### src/rtl/vga_rx_pkg.sv
// rtl/vga_rx_pkg.sv - shared state enum, pixel type and default 640x480 timing for the VGA receive monitor
package vga_rx_pkg;

  typedef enum logic [1:0] {
    ST_HUNT   = 2'd0,
    ST_ALIGN  = 2'd1,
    ST_LOCKED = 2'd2
  } rx_state_e;

  typedef logic [11:0] rgb12_t;

  localparam int DEF_H_ACTIVE = 640;
  localparam int DEF_H_FP     = 16;
  localparam int DEF_H_SYNC   = 96;
  localparam int DEF_H_BP     = 48;
  localparam int DEF_V_ACTIVE = 480;
  localparam int DEF_V_FP     = 10;
  localparam int DEF_V_SYNC   = 2;
  localparam int DEF_V_BP     = 33;

  // Position counters saturate here when a sync never arrives
  localparam logic [9:0] CNT_MAX = 10'h3FF;

endpackage

### src/rtl/vga_rx_axis_tracker.sv
// rtl/vga_rx_axis_tracker.sv - one timing axis: sync edge detect, position counter, edge checks, active window
module vga_rx_axis_tracker
  import vga_rx_pkg::*;
#(
  parameter int SYNC   = 96,
  parameter int BP     = 48,
  parameter int ACTIVE = 640,
  parameter int TOTAL  = 800
) (
  input  logic       clk,
  input  logic       rst_n,
  input  logic       step_i,
  input  logic       sync_i,
  output logic       start_o,
  output logic       err_o,
  output logic       active_o,
  output logic [9:0] coord_o
);

  localparam logic [9:0]  SYNC_C   = 10'(SYNC);
  localparam logic [9:0]  OFFSET_C = 10'(SYNC + BP);
  localparam logic [9:0]  ACTIVE_C = 10'(ACTIVE);
  localparam logic [10:0] TOTAL_C  = 11'(TOTAL);

  logic       sync_prev_q, sync_prev_d;
  logic [9:0] cnt_q, cnt_d, offset;
  logic       start, fall;

  // Edge detect, counter advance and the per-step timing checks.
  // cnt_d is the position of the current sample when stepping, else the held one.
  always_comb begin
    start       = step_i & sync_i & ~sync_prev_q;
    fall        = step_i & ~sync_i & sync_prev_q;
    sync_prev_d = step_i ? sync_i : sync_prev_q;
    cnt_d       = cnt_q;
    if (start) begin
      cnt_d = '0;
    end else if (step_i && cnt_q != CNT_MAX) begin
      cnt_d = cnt_q + 10'd1;
    end
    err_o = 1'b0;
    if (start) begin
      // sync must restart exactly one period after the previous start
      err_o = (({1'b0, cnt_q} + 11'd1) != TOTAL_C);
    end else if (step_i) begin
      if ({1'b0, cnt_d} == TOTAL_C)   err_o = 1'b1;  // expected restart missing
      if (fall && cnt_d != SYNC_C)    err_o = 1'b1;  // sync pulse too short or too long
      if (sync_i && cnt_d == SYNC_C)  err_o = 1'b1;  // sync still held at its end point
      if (cnt_q == CNT_MAX - 10'd1)   err_o = 1'b1;  // counter just hit saturation
    end
    offset   = cnt_d - OFFSET_C;
    active_o = (cnt_d >= OFFSET_C) && (offset < ACTIVE_C);
  end

  assign start_o = start;
  assign coord_o = offset;

  // Counter and previous-sync registers
  always_ff @(posedge clk or negedge rst_n) begin
    if (!rst_n) begin
      cnt_q       <= '0;
      sync_prev_q <= 1'b0;
    end else begin
      cnt_q       <= cnt_d;
      sync_prev_q <= sync_prev_d;
    end
  end

endmodule

### src/rtl/vga_rx_monitor.sv
// rtl/vga_rx_monitor.sv - VGA receive checker: coordinate recovery, timing lock, errors; VGA_RX_SUM_EN adds the frame checksum
module vga_rx_monitor
  import vga_rx_pkg::*;
#(
  parameter int   H_ACTIVE = DEF_H_ACTIVE,
  parameter int   H_FP     = DEF_H_FP,
  parameter int   H_SYNC   = DEF_H_SYNC,
  parameter int   H_BP     = DEF_H_BP,
  parameter int   V_ACTIVE = DEF_V_ACTIVE,
  parameter int   V_FP     = DEF_V_FP,
  parameter int   V_SYNC   = DEF_V_SYNC,
  parameter int   V_BP     = DEF_V_BP,
  parameter logic SYNC_ACT = 1'b0
) (
  input  logic        clk,
  input  logic        reset_button,
  input  logic        pix_en,
  input  logic        vga_hsync,
  input  logic        vga_vsync,
  input  logic [3:0]  red,
  input  logic [3:0]  green,
  input  logic [3:0]  blue,
  output logic        pixel_valid,
  output logic [9:0]  pixel_x,
  output logic [9:0]  pixel_y,
  output logic [11:0] pixel_rgb,
  output logic        locked,
  output logic        frame_done,
  output logic [15:0] frame_sum,
  output logic        timing_err,
  output logic [7:0]  err_count
);

  localparam int H_TOTAL = H_SYNC + H_BP + H_ACTIVE + H_FP;
  localparam int V_TOTAL = V_SYNC + V_BP + V_ACTIVE + V_FP;

  rgb12_t     rgb_in;
  logic       hs_on, vs_on;
  logic       h_start, h_err, h_act, v_start, v_err, v_act;
  logic [9:0] h_coord, v_coord;
  logic       tracking, err_now, frame_tick, pix_hit;

  rx_state_e  state_q, state_d;
  logic       locked_q, locked_d, valid_q, valid_d, done_q, done_d, terr_q, terr_d;
  logic [9:0] x_q, x_d, y_q, y_d;
  rgb12_t     rgb_q, rgb_d;
  logic [7:0] errcnt_q, errcnt_d;

  assign rgb_in = {red, green, blue};
  assign hs_on  = (vga_hsync == SYNC_ACT);
  assign vs_on  = (vga_vsync == SYNC_ACT);

  vga_rx_axis_tracker #(
    .SYNC(H_SYNC), .BP(H_BP), .ACTIVE(H_ACTIVE), .TOTAL(H_TOTAL)
  ) u_h_axis (
    .clk(clk), .rst_n(reset_button), .step_i(pix_en), .sync_i(hs_on),
    .start_o(h_start), .err_o(h_err), .active_o(h_act), .coord_o(h_coord)
  );

  // Vertical axis advances once per line, on each hsync tick
  vga_rx_axis_tracker #(
    .SYNC(V_SYNC), .BP(V_BP), .ACTIVE(V_ACTIVE), .TOTAL(V_TOTAL)
  ) u_v_axis (
    .clk(clk), .rst_n(reset_button), .step_i(h_start), .sync_i(vs_on),
    .start_o(v_start), .err_o(v_err), .active_o(v_act), .coord_o(v_coord)
  );

  // Checks are only meaningful once aligned to a frame start
  assign tracking   = (state_q != ST_HUNT);
  assign err_now    = tracking & (h_err | v_err);
  assign frame_tick = tracking & v_start & ~err_now;
  assign pix_hit    = pix_en & h_act & v_act & tracking;

  // Next-state decode for the HUNT/ALIGN/LOCKED tracker
  always_comb begin
    state_d = state_q;
    case (state_q)
      ST_HUNT:   if (v_start) state_d = ST_ALIGN;
      ST_ALIGN:  if (err_now) state_d = ST_HUNT;
                 else if (v_start) state_d = ST_LOCKED;
      ST_LOCKED: if (err_now) state_d = ST_HUNT;
      default:   state_d = ST_HUNT;
    endcase
    locked_d = (state_d == ST_LOCKED);
  end

  // Pixel strobe, coordinate capture, pulses and saturating error counter
  always_comb begin
    valid_d = pix_hit;
    x_d     = x_q;
    y_d     = y_q;
    rgb_d   = rgb_q;
    if (pix_hit) begin
      x_d   = h_coord;
      y_d   = v_coord;
      rgb_d = rgb_in;
    end
    done_d   = frame_tick;
    terr_d   = err_now;
    errcnt_d = errcnt_q;
    if (err_now && errcnt_q != 8'hFF) errcnt_d = errcnt_q + 8'd1;
  end

  // State and output registers; reset clears every output at once
  always_ff @(posedge clk or negedge reset_button) begin
    if (!reset_button) begin
      state_q  <= ST_HUNT;
      locked_q <= 1'b0;
      valid_q  <= 1'b0;
      x_q      <= '0;
      y_q      <= '0;
      rgb_q    <= '0;
      done_q   <= 1'b0;
      terr_q   <= 1'b0;
      errcnt_q <= '0;
    end else begin
      state_q  <= state_d;
      locked_q <= locked_d;
      valid_q  <= valid_d;
      x_q      <= x_d;
      y_q      <= y_d;
      rgb_q    <= rgb_d;
      done_q   <= done_d;
      terr_q   <= terr_d;
      errcnt_q <= errcnt_d;
    end
  end

`ifdef VGA_RX_SUM_EN
  logic [15:0] acc_q, acc_d, sum_q, sum_d;

  // Frame accumulator: cleared on alignment, handed to frame_sum at each clean frame start
  always_comb begin
    acc_d = acc_q;
    sum_d = sum_q;
    if (!tracking) begin
      if (v_start) acc_d = '0;
    end else if (frame_tick) begin
      sum_d = acc_q;
      acc_d = '0;
    end else if (pix_hit) begin
      acc_d = acc_q + {4'b0000, rgb_in};
    end
  end

  // Checksum registers
  always_ff @(posedge clk or negedge reset_button) begin
    if (!reset_button) begin
      acc_q <= '0;
      sum_q <= '0;
    end else begin
      acc_q <= acc_d;
      sum_q <= sum_d;
    end
  end

  assign frame_sum = sum_q;
`else
  assign frame_sum = 16'h0000;
`endif

  assign pixel_valid = valid_q;
  assign pixel_x     = x_q;
  assign pixel_y     = y_q;
  assign pixel_rgb   = rgb_q;
  assign locked      = locked_q;
  assign frame_done  = done_q;
  assign timing_err  = terr_q;
  assign err_count   = errcnt_q;

endmodule

### config.mk
export PLATFORM = sky130hd
export DESIGN_NAME = vga_rx_monitor
export DESIGN_NICKNAME = d
export VERILOG_FILES = /design/src/rtl/vga_rx_pkg.sv /design/src/rtl/vga_rx_axis_tracker.sv /design/src/rtl/vga_rx_monitor.sv
export SDC_FILE = /design/constraint.sdc
export NUM_CORES = 1
export LEC_CHECK = 0
export ABC_AREA = 1
export BUFFER_PORTS_ARGS = -buffer_cell sky130_fd_sc_hd__buf_2
export CAP_MARGIN = 25
export CORE_ASPECT_RATIO = 0.75
export CORE_MARGIN = 2
export CORE_UTILIZATION = 40
export CTS_CLUSTER_SIZE = 20
export DETAILED_ROUTE_END_ITERATION = 8
export PLACE_DENSITY_LB_ADDON = 0.12
export SKIP_LAST_GASP = 1
export SLEW_MARGIN = 10
export SYNTH_ARGS = -nofsm -noshare
export SYNTH_HDL_FRONTEND = slang
export SYNTH_HIERARCHICAL = 1
export SYNTH_SLANG_ARGS = --single-unit
### constraint.sdc
create_clock -name clk -period 3.8 [get_ports clk]
set_clock_uncertainty 0.1 [all_clocks]
set_input_delay 0.19 -clock clk [delete_from_list [all_inputs] [get_ports clk]]
set_output_delay 0.19 -clock clk [all_outputs]
set_load 0.02 [all_outputs]
==> results of run 1 <==
[critical path, cell delays in order, from the launching register on]
cell and delay, ps:
dfrtp_1 420, ha_1 280, nand3_2 140, nor2_4 150, nand2_4 100, nand2_8 100, nand2_1 70, nand3_2 120
inv_1 100, ha_1 250, a21oi_1 120, nand3_1 130, nand2_2 100, nand2_1 50, nand2_1 80, nor2_1 50
nand2_1 50, nor2_1 40, nor2_1 80, nand3_1 190, nor2_4 490, nand2_1 110, nand2_1 90
[cell type report]
type                       instances  area share, %
clock buffer                      12           4.73
clock inverter                     4          0.936
inverter                          74           5.37
multi-input combinational        429           43.9
sequential                        68           32.6
tap                              140           3.36
timing repair buffer              79           9.12
[power groups by stage]
stage	sequential, mW	combinational [mW]	clock (mW)
final	1.21	1.65	0.815
after global routing	1.25	1.85	0.868
after CTS	1.20	1.64	0.839
after detailed placement	1.21	1.63	0
after global placement	1.21	1.62	0
after floorplan	1.37	1.03	0
[registers in the layout (all words and copies together) (netlist names)]
signal	count
pixel_x	10
err_count	8
u_h_axis/cnt_q	10
state_q	2
u_v_axis/sync_prev_q	1
timing_err	1
pixel_y	10
pixel_valid	1
locked	1
u_v_axis/cnt_q	10
u_h_axis/sync_prev_q	1
frame_done	1
pixel_rgb	12
[cell families (layout without fill, tap and decap cells)]
logic type | Yosys count | after routing | synth area share (%)
AND/OR/NAND/NOR | 327 | 328 | 36.0
AO/OA/AOI/OAI | 58 | 58 | 7.52
flip-flops | 68 | 68 | 38.3
other | 1 | 16 | 0.0844
adder cells (fa/ha/maj) | 13 | 13 | 3.66
buffers and inverters | 106 | 169 | 11.7
XOR/XNOR | 14 | 14 | 2.76
[path summary, 6_finish.rpt]
check | startpoint | endpoint | cells past startpoint
worst max-delay path | u_v_axis/cnt_q[0]$_DFF_PN0_ | pixel_y[1]$_DFFE_PN0P_ | 22
worst min-delay path | pix_en | u_h_axis/sync_prev_q$_DFFE_PN0P_ | 3
worst max register to register | u_v_axis/cnt_q[0]$_DFF_PN0_ | pixel_y[1]$_DFFE_PN0P_ | 22
worst min register to register | pixel_x[8]$_DFFE_PN0P_ | pixel_x[8]$_DFFE_PN0P_ | 2
max in group asynchronous | reset_button | pixel_rgb[11]$_DFFE_PN0P_ | 3
min in group asynchronous | reset_button | pixel_rgb[4]$_DFFE_PN0P_ | 2
[metal layers]
metal,vias to the layer above,track usage (%),routed length [um]
met5,-,0,0
met4,0,4.81,101
met3,8,3.09,484
met2,95,26.2,4350
met1,1741,27.5,5560
li1,1957,-,-
[cells in the final DEF (no fill, tap or decap), drive strengths merged]
master / instances
nand4: 11
nor2: 57
and3b: 1
conb: 16
a211oi: 2
ha: 13
a41oi: 1
nand2: 205
xnor2: 6
a211o: 1
buf: 66
bufinv: 1
nor3: 4
o21bai: 2
clkinv: 4
xor2: 8
clkbuf: 12
o22ai: 1
inv: 73
nand3b: 2
o31ai: 1
o21ai: 44
dlygate4sd3: 13
nand3: 48
a21oi: 6
dfrtp: 68
[what timing repair did]
| action | in CTS | in global routing |
|---|---|---|
| hold buffers | 13 | 0 |
| resized for setup | 0 | 1 |
| setup endpoints to repair | 0 | 33 |
| hold endpoints to repair | 45 | 0 |
[metrics by stage]
step           hold slack (ps)  instance area [um2]
4_1_cts                   53.0                 5200
5_1_grt                   84.9                 5220
3_3_place_gp               209                 4780
2_1_floorplan             -206                 4500
6_report                  59.8                 5220
3_5_place_dp               214                 4780
==> impl_metrics.env, run 1 <==
export IMPL_track_usage_pct=18.0
export IMPL_drtIter0Drc=292
export IMPL_cts_sinks=68
export IMPL_yosysUniqueCellTypes=41
export IMPL_tightest_slew_ps=805
export IMPL_fillerInstances=1092
export IMPL_layout_setup_ws_ps=321
export IMPL_core_area_um2=10900
export IMPL_finalSetupViolations=0
export IMPL_clockBufferDepth=2
export IMPL_power_density_nw_per_um2=704
export IMPL_p_leak_nw=2.82
export IMPL_die_w_um=126
export IMPL_synth_area_top_cells="dfrtp_1, nand2_1, inv_1, o21ai_0, nand3_1"
export IMPL_cp_end_kind="flop"
export IMPL_rows=33
export IMPL_status="complete, no violations"
export IMPL_intPower_mw=2.01
export IMPL_clk_pin_slew_ps=60
export IMPL_dpl_hpwl_um=7820
export IMPL_fin_util_pct=48.0
export IMPL_hold_viol=0
export IMPL_synth_area_per_cell_um2=7.56
export IMPL_syn_instance_count=587
export IMPL_io_pins=77
export IMPL_r2r_slack_ps=320
export IMPL_fmax_mhz=287
export IMPL_final_antenna_net_count=0
export IMPL_setup_tns_final_ps=0
export IMPL_drc_errors=0
export IMPL_nNetsFinal=691
export IMPL_post_synth_top_count_cell="nand2_1"
export IMPL_p_sw_mw=1.66
export IMPL_wl_um=10500
export IMPL_grt_pass1_vias=3589
export IMPL_irDropWorstVdd_v=0.000320
export IMPL_viasPerCell=4.72
export IMPL_final_seq_area_um2=1700
export IMPL_dpl_worst_slack_ps=197
export IMPL_ys_ff_latch=68
export IMPL_cp_max_fo=16
export IMPL_cts_setup_buffers=0
export IMPL_syn_area_um2=4440
export IMPL_area_growth_pct=17.4
export IMPL_yosysTopAreaCellShare_pct=38.3
export IMPL_slew_violations=0
export IMPL_firstDrtPassIters=5
export IMPL_required_ps=3960
export IMPL_yosys_area_top_type="dfrtp_1"
export IMPL_grt_overflow=0
export IMPL_p_comb_share_pct=44.9
export IMPL_rsz0062_at_grt="false"
export IMPL_multi_input_area_um2=2290
export IMPL_antenna_found_initial=0
export IMPL_gp_congestion=0.884
export IMPL_power_frac_seq_pct=32.9
export IMPL_cts_tree="yes"
export IMPL_p_clk_share_pct=22.2
export IMPL_arrival_ps=3640
export IMPL_yosys_warnings=6
export IMPL_dieArea_um2=12000
export IMPL_maxCapViolations=0
export IMPL_total_power_mw=3.67
export IMPL_htreeDepth=3
export IMPL_clock_latency_ps=320
export IMPL_p_sw_share_pct=45.1
export IMPL_dr_total_vias=3801
export IMPL_hp_class="input port to flop"
export IMPL_root_buffer="clkbuf_16"
export IMPL_diodes=0
export IMPL_io_buffer_count=60
export IMPL_fin_crit_sh_pct=91.6
export IMPL_ys_flop_type="dfrtp_1"
export IMPL_wire_per_inst_um=13.0
export IMPL_yosys_top_cells_count="nand2_1, dfrtp_1, inv_1"
export IMPL_slew_headroom_pct=46.2
export IMPL_grt_max_degree=36
export IMPL_drive_above_1_share_pct=21.2
export IMPL_synth_edf_count=0
export IMPL_cts_made_buffers=9
export IMPL_die_h_um=95.2
export IMPL_dp_cells=776
export IMPL_synthArstFlopShare_pct=100
export IMPL_criticalPathCategory="flop to flop"
export IMPL_start_kind="flop"
export IMPL_start_util_pct=40.9
export IMPL_min_period_ps=3480
export IMPL_fin_cells=806
export IMPL_synth_seq_area_share_pct=38.3
export IMPL_grt_pass1_wl_um=17400
No activity file was read; power rests on OpenSTA's default activity.
==> inputs of run 2 (changes only) <==
--- a/config.mk
+++ b/config.mk
@@ -6,13 +6,13 @@
 export NUM_CORES = 1
 export LEC_CHECK = 0
 export ABC_AREA = 1
-export BUFFER_PORTS_ARGS = -buffer_cell sky130_fd_sc_hd__buf_2
 export CAP_MARGIN = 25
 export CORE_ASPECT_RATIO = 0.75
 export CORE_MARGIN = 2
 export CORE_UTILIZATION = 40
 export CTS_CLUSTER_SIZE = 20
 export DETAILED_ROUTE_END_ITERATION = 8
+export DONT_BUFFER_PORTS = 1
 export PLACE_DENSITY_LB_ADDON = 0.12
 export SKIP_LAST_GASP = 1
 export SLEW_MARGIN = 10
==> impl_metrics.env, run 2 (same netlist as run 1, synthesis figures left out) <==
export IMPL_status="complete, no violations"
export IMPL_setup_tns_final_ps=0
export IMPL_dr_total_vias=3655
export IMPL_dieArea_um2=12000
export IMPL_dpl_worst_slack_ps=127
export IMPL_firstDrtPassIters=4
export IMPL_slew_violations=0
export IMPL_fin_util_pct=45.4
export IMPL_cts_made_buffers=9
export IMPL_cts_sinks=68
export IMPL_cts_tree="yes"
export IMPL_die_h_um=95.2
export IMPL_maxCapViolations=0
export IMPL_final_cell_mix="nand2_1, dfrtp_1, inv_1, nor2_1, o21ai_0"
export IMPL_hp_class="input port to flop"
export IMPL_fin_crit_sh_pct=90.8
export IMPL_clock_latency_ps=330
export IMPL_clockBufferDepth=2
export IMPL_final_antenna_net_count=0
export IMPL_track_usage_pct=18.2
export IMPL_io_buffer_count=0
export IMPL_rsz0062_at_grt="false"
export IMPL_fmax_mhz=290
export IMPL_grt_max_degree=69
export IMPL_fin_cells=744
export IMPL_finalSetupViolations=0
export IMPL_multi_input_area_um2=2290
export IMPL_io_pins=77
export IMPL_die_w_um=126
export IMPL_min_period_ps=3450
export IMPL_htreeDepth=3
export IMPL_rows=33
export IMPL_wl_um=10600
export IMPL_viasPerCell=4.91
export IMPL_area_growth_pct=11.0
export IMPL_criticalPathCategory="flop to flop"
export IMPL_drtIter0Drc=309
export IMPL_hold_viol=0
export IMPL_tightest_slew_ps=821
export IMPL_core_area_um2=10900
export IMPL_postPlaceCellArea_um2=4450
export IMPL_drive_above_1_share_pct=13.2
export IMPL_start_util_pct=40.9
export IMPL_grt_overflow=0
export IMPL_final_seq_area_um2=1700
export IMPL_largest_reg_flops=12
export IMPL_cp_end_kind="flop"
export IMPL_dpl_hpwl_um=7630
export IMPL_required_ps=3900
export IMPL_grt_pass1_wl_um=17400
export IMPL_fin_area_um2=4930
export IMPL_layout_setup_ws_ps=351
export IMPL_wire_per_inst_um=14.2
export IMPL_start_kind="flop"
export IMPL_clk_pin_slew_ps=60
export IMPL_root_buffer="clkbuf_16"
export IMPL_power_density_nw_per_um2=701
export IMPL_nNetsFinal=631
export IMPL_slew_headroom_pct=45.1
export IMPL_timing_hold_ws_ps=48.6
export IMPL_total_power_mw=3.46
export IMPL_dp_cells=712
export IMPL_drc_errors=0
export IMPL_gp_congestion=0.884
export IMPL_cp_max_fo=32
export IMPL_diodes=0
export IMPL_grt_pass1_vias=3565
export IMPL_arrival_ps=3550
export IMPL_final_common_cell="nand2_1"
export IMPL_antenna_found_initial=0
export IMPL_p_leak_nw=2.54
export IMPL_irDropWorstVdd_v=0.000304
export IMPL_fillerInstances=1098
## run 2: cell type report
class                      instances  share of cell area [%]
clock buffer                      11                    4.92
clock inverter                     3                   0.304
inverter                          74                    5.68
multi-input combinational        429                    46.4
sequential                        68                    34.5
tap                              140                    3.55
timing repair buffer              19                    4.59
## run 2: final timing paths
check | slack [ps] | to | startpoint | cells past startpoint
min in group asynchronous | 300 | pixel_y[5]$_DFFE_PN0P_ | reset_button | 2
max reg2reg | 350 | pixel_rgb[6]$_DFFE_PN0P_ | u_v_axis/cnt_q[0]$_DFF_PN0_ | 22
max in group asynchronous | 3000 | err_count[3]$_DFFE_PN0P_ | reset_button | 2
min reg2reg | 470 | state_q[1]$_DFF_PN0_ | state_q[1]$_DFF_PN0_ | 1
max | 350 | pixel_rgb[6]$_DFFE_PN0P_ | u_v_axis/cnt_q[0]$_DFF_PN0_ | 22
min | 50 | u_h_axis/cnt_q[0]$_DFF_PN0_ | pix_en | 3
## run 2: metal layers
layer | GRT usage, % | up-vias | part of all wire (%) | routed length (um)
met3 | 3.42 | 11 | 4.7 | 494
met2 | 27.4 | 82 | 41 | 4370
met5 | 0 | - | 0 | 0
li1 | - | 1831 | - | -
met4 | 6.39 | 0 | 1.4 | 146
met1 | 26.1 | 1731 | 53 | 5560
## run 2: power by group
part | switching, mW | internal (mW)
Clock | 0.290 | 0.448
Sequential | 0.484 | 0.980
Combinational | 0.853 | 0.402
Total | 1.63 | 1.83
## run 2: critical path, cell delays in order, from the launching register on
cell,delay (ps)
dfrtp_1,430
ha_2,270
nand3_2,120
nor2_4,150
nand2_4,100
nand2_8,100
nand2_1,70
nand3_2,120
inv_1,100
ha_1,250
a21oi_1,120
nand3_1,140
nand2_2,110
nand2_1,50
nand2_1,80
nor2_1,50
nand2_1,50
nor2_1,40
nor2_1,100
nand3_1,250
buf_6,280
o21ai_0,160
nand2_1,80
## run 2: repair_timing
item,CTS,global route
buffers inserted,0,2
resized for setup,0,3
endpoints found under the hold margin,81,0
hold buffers,15,0
endpoints found under the setup margin,0,33
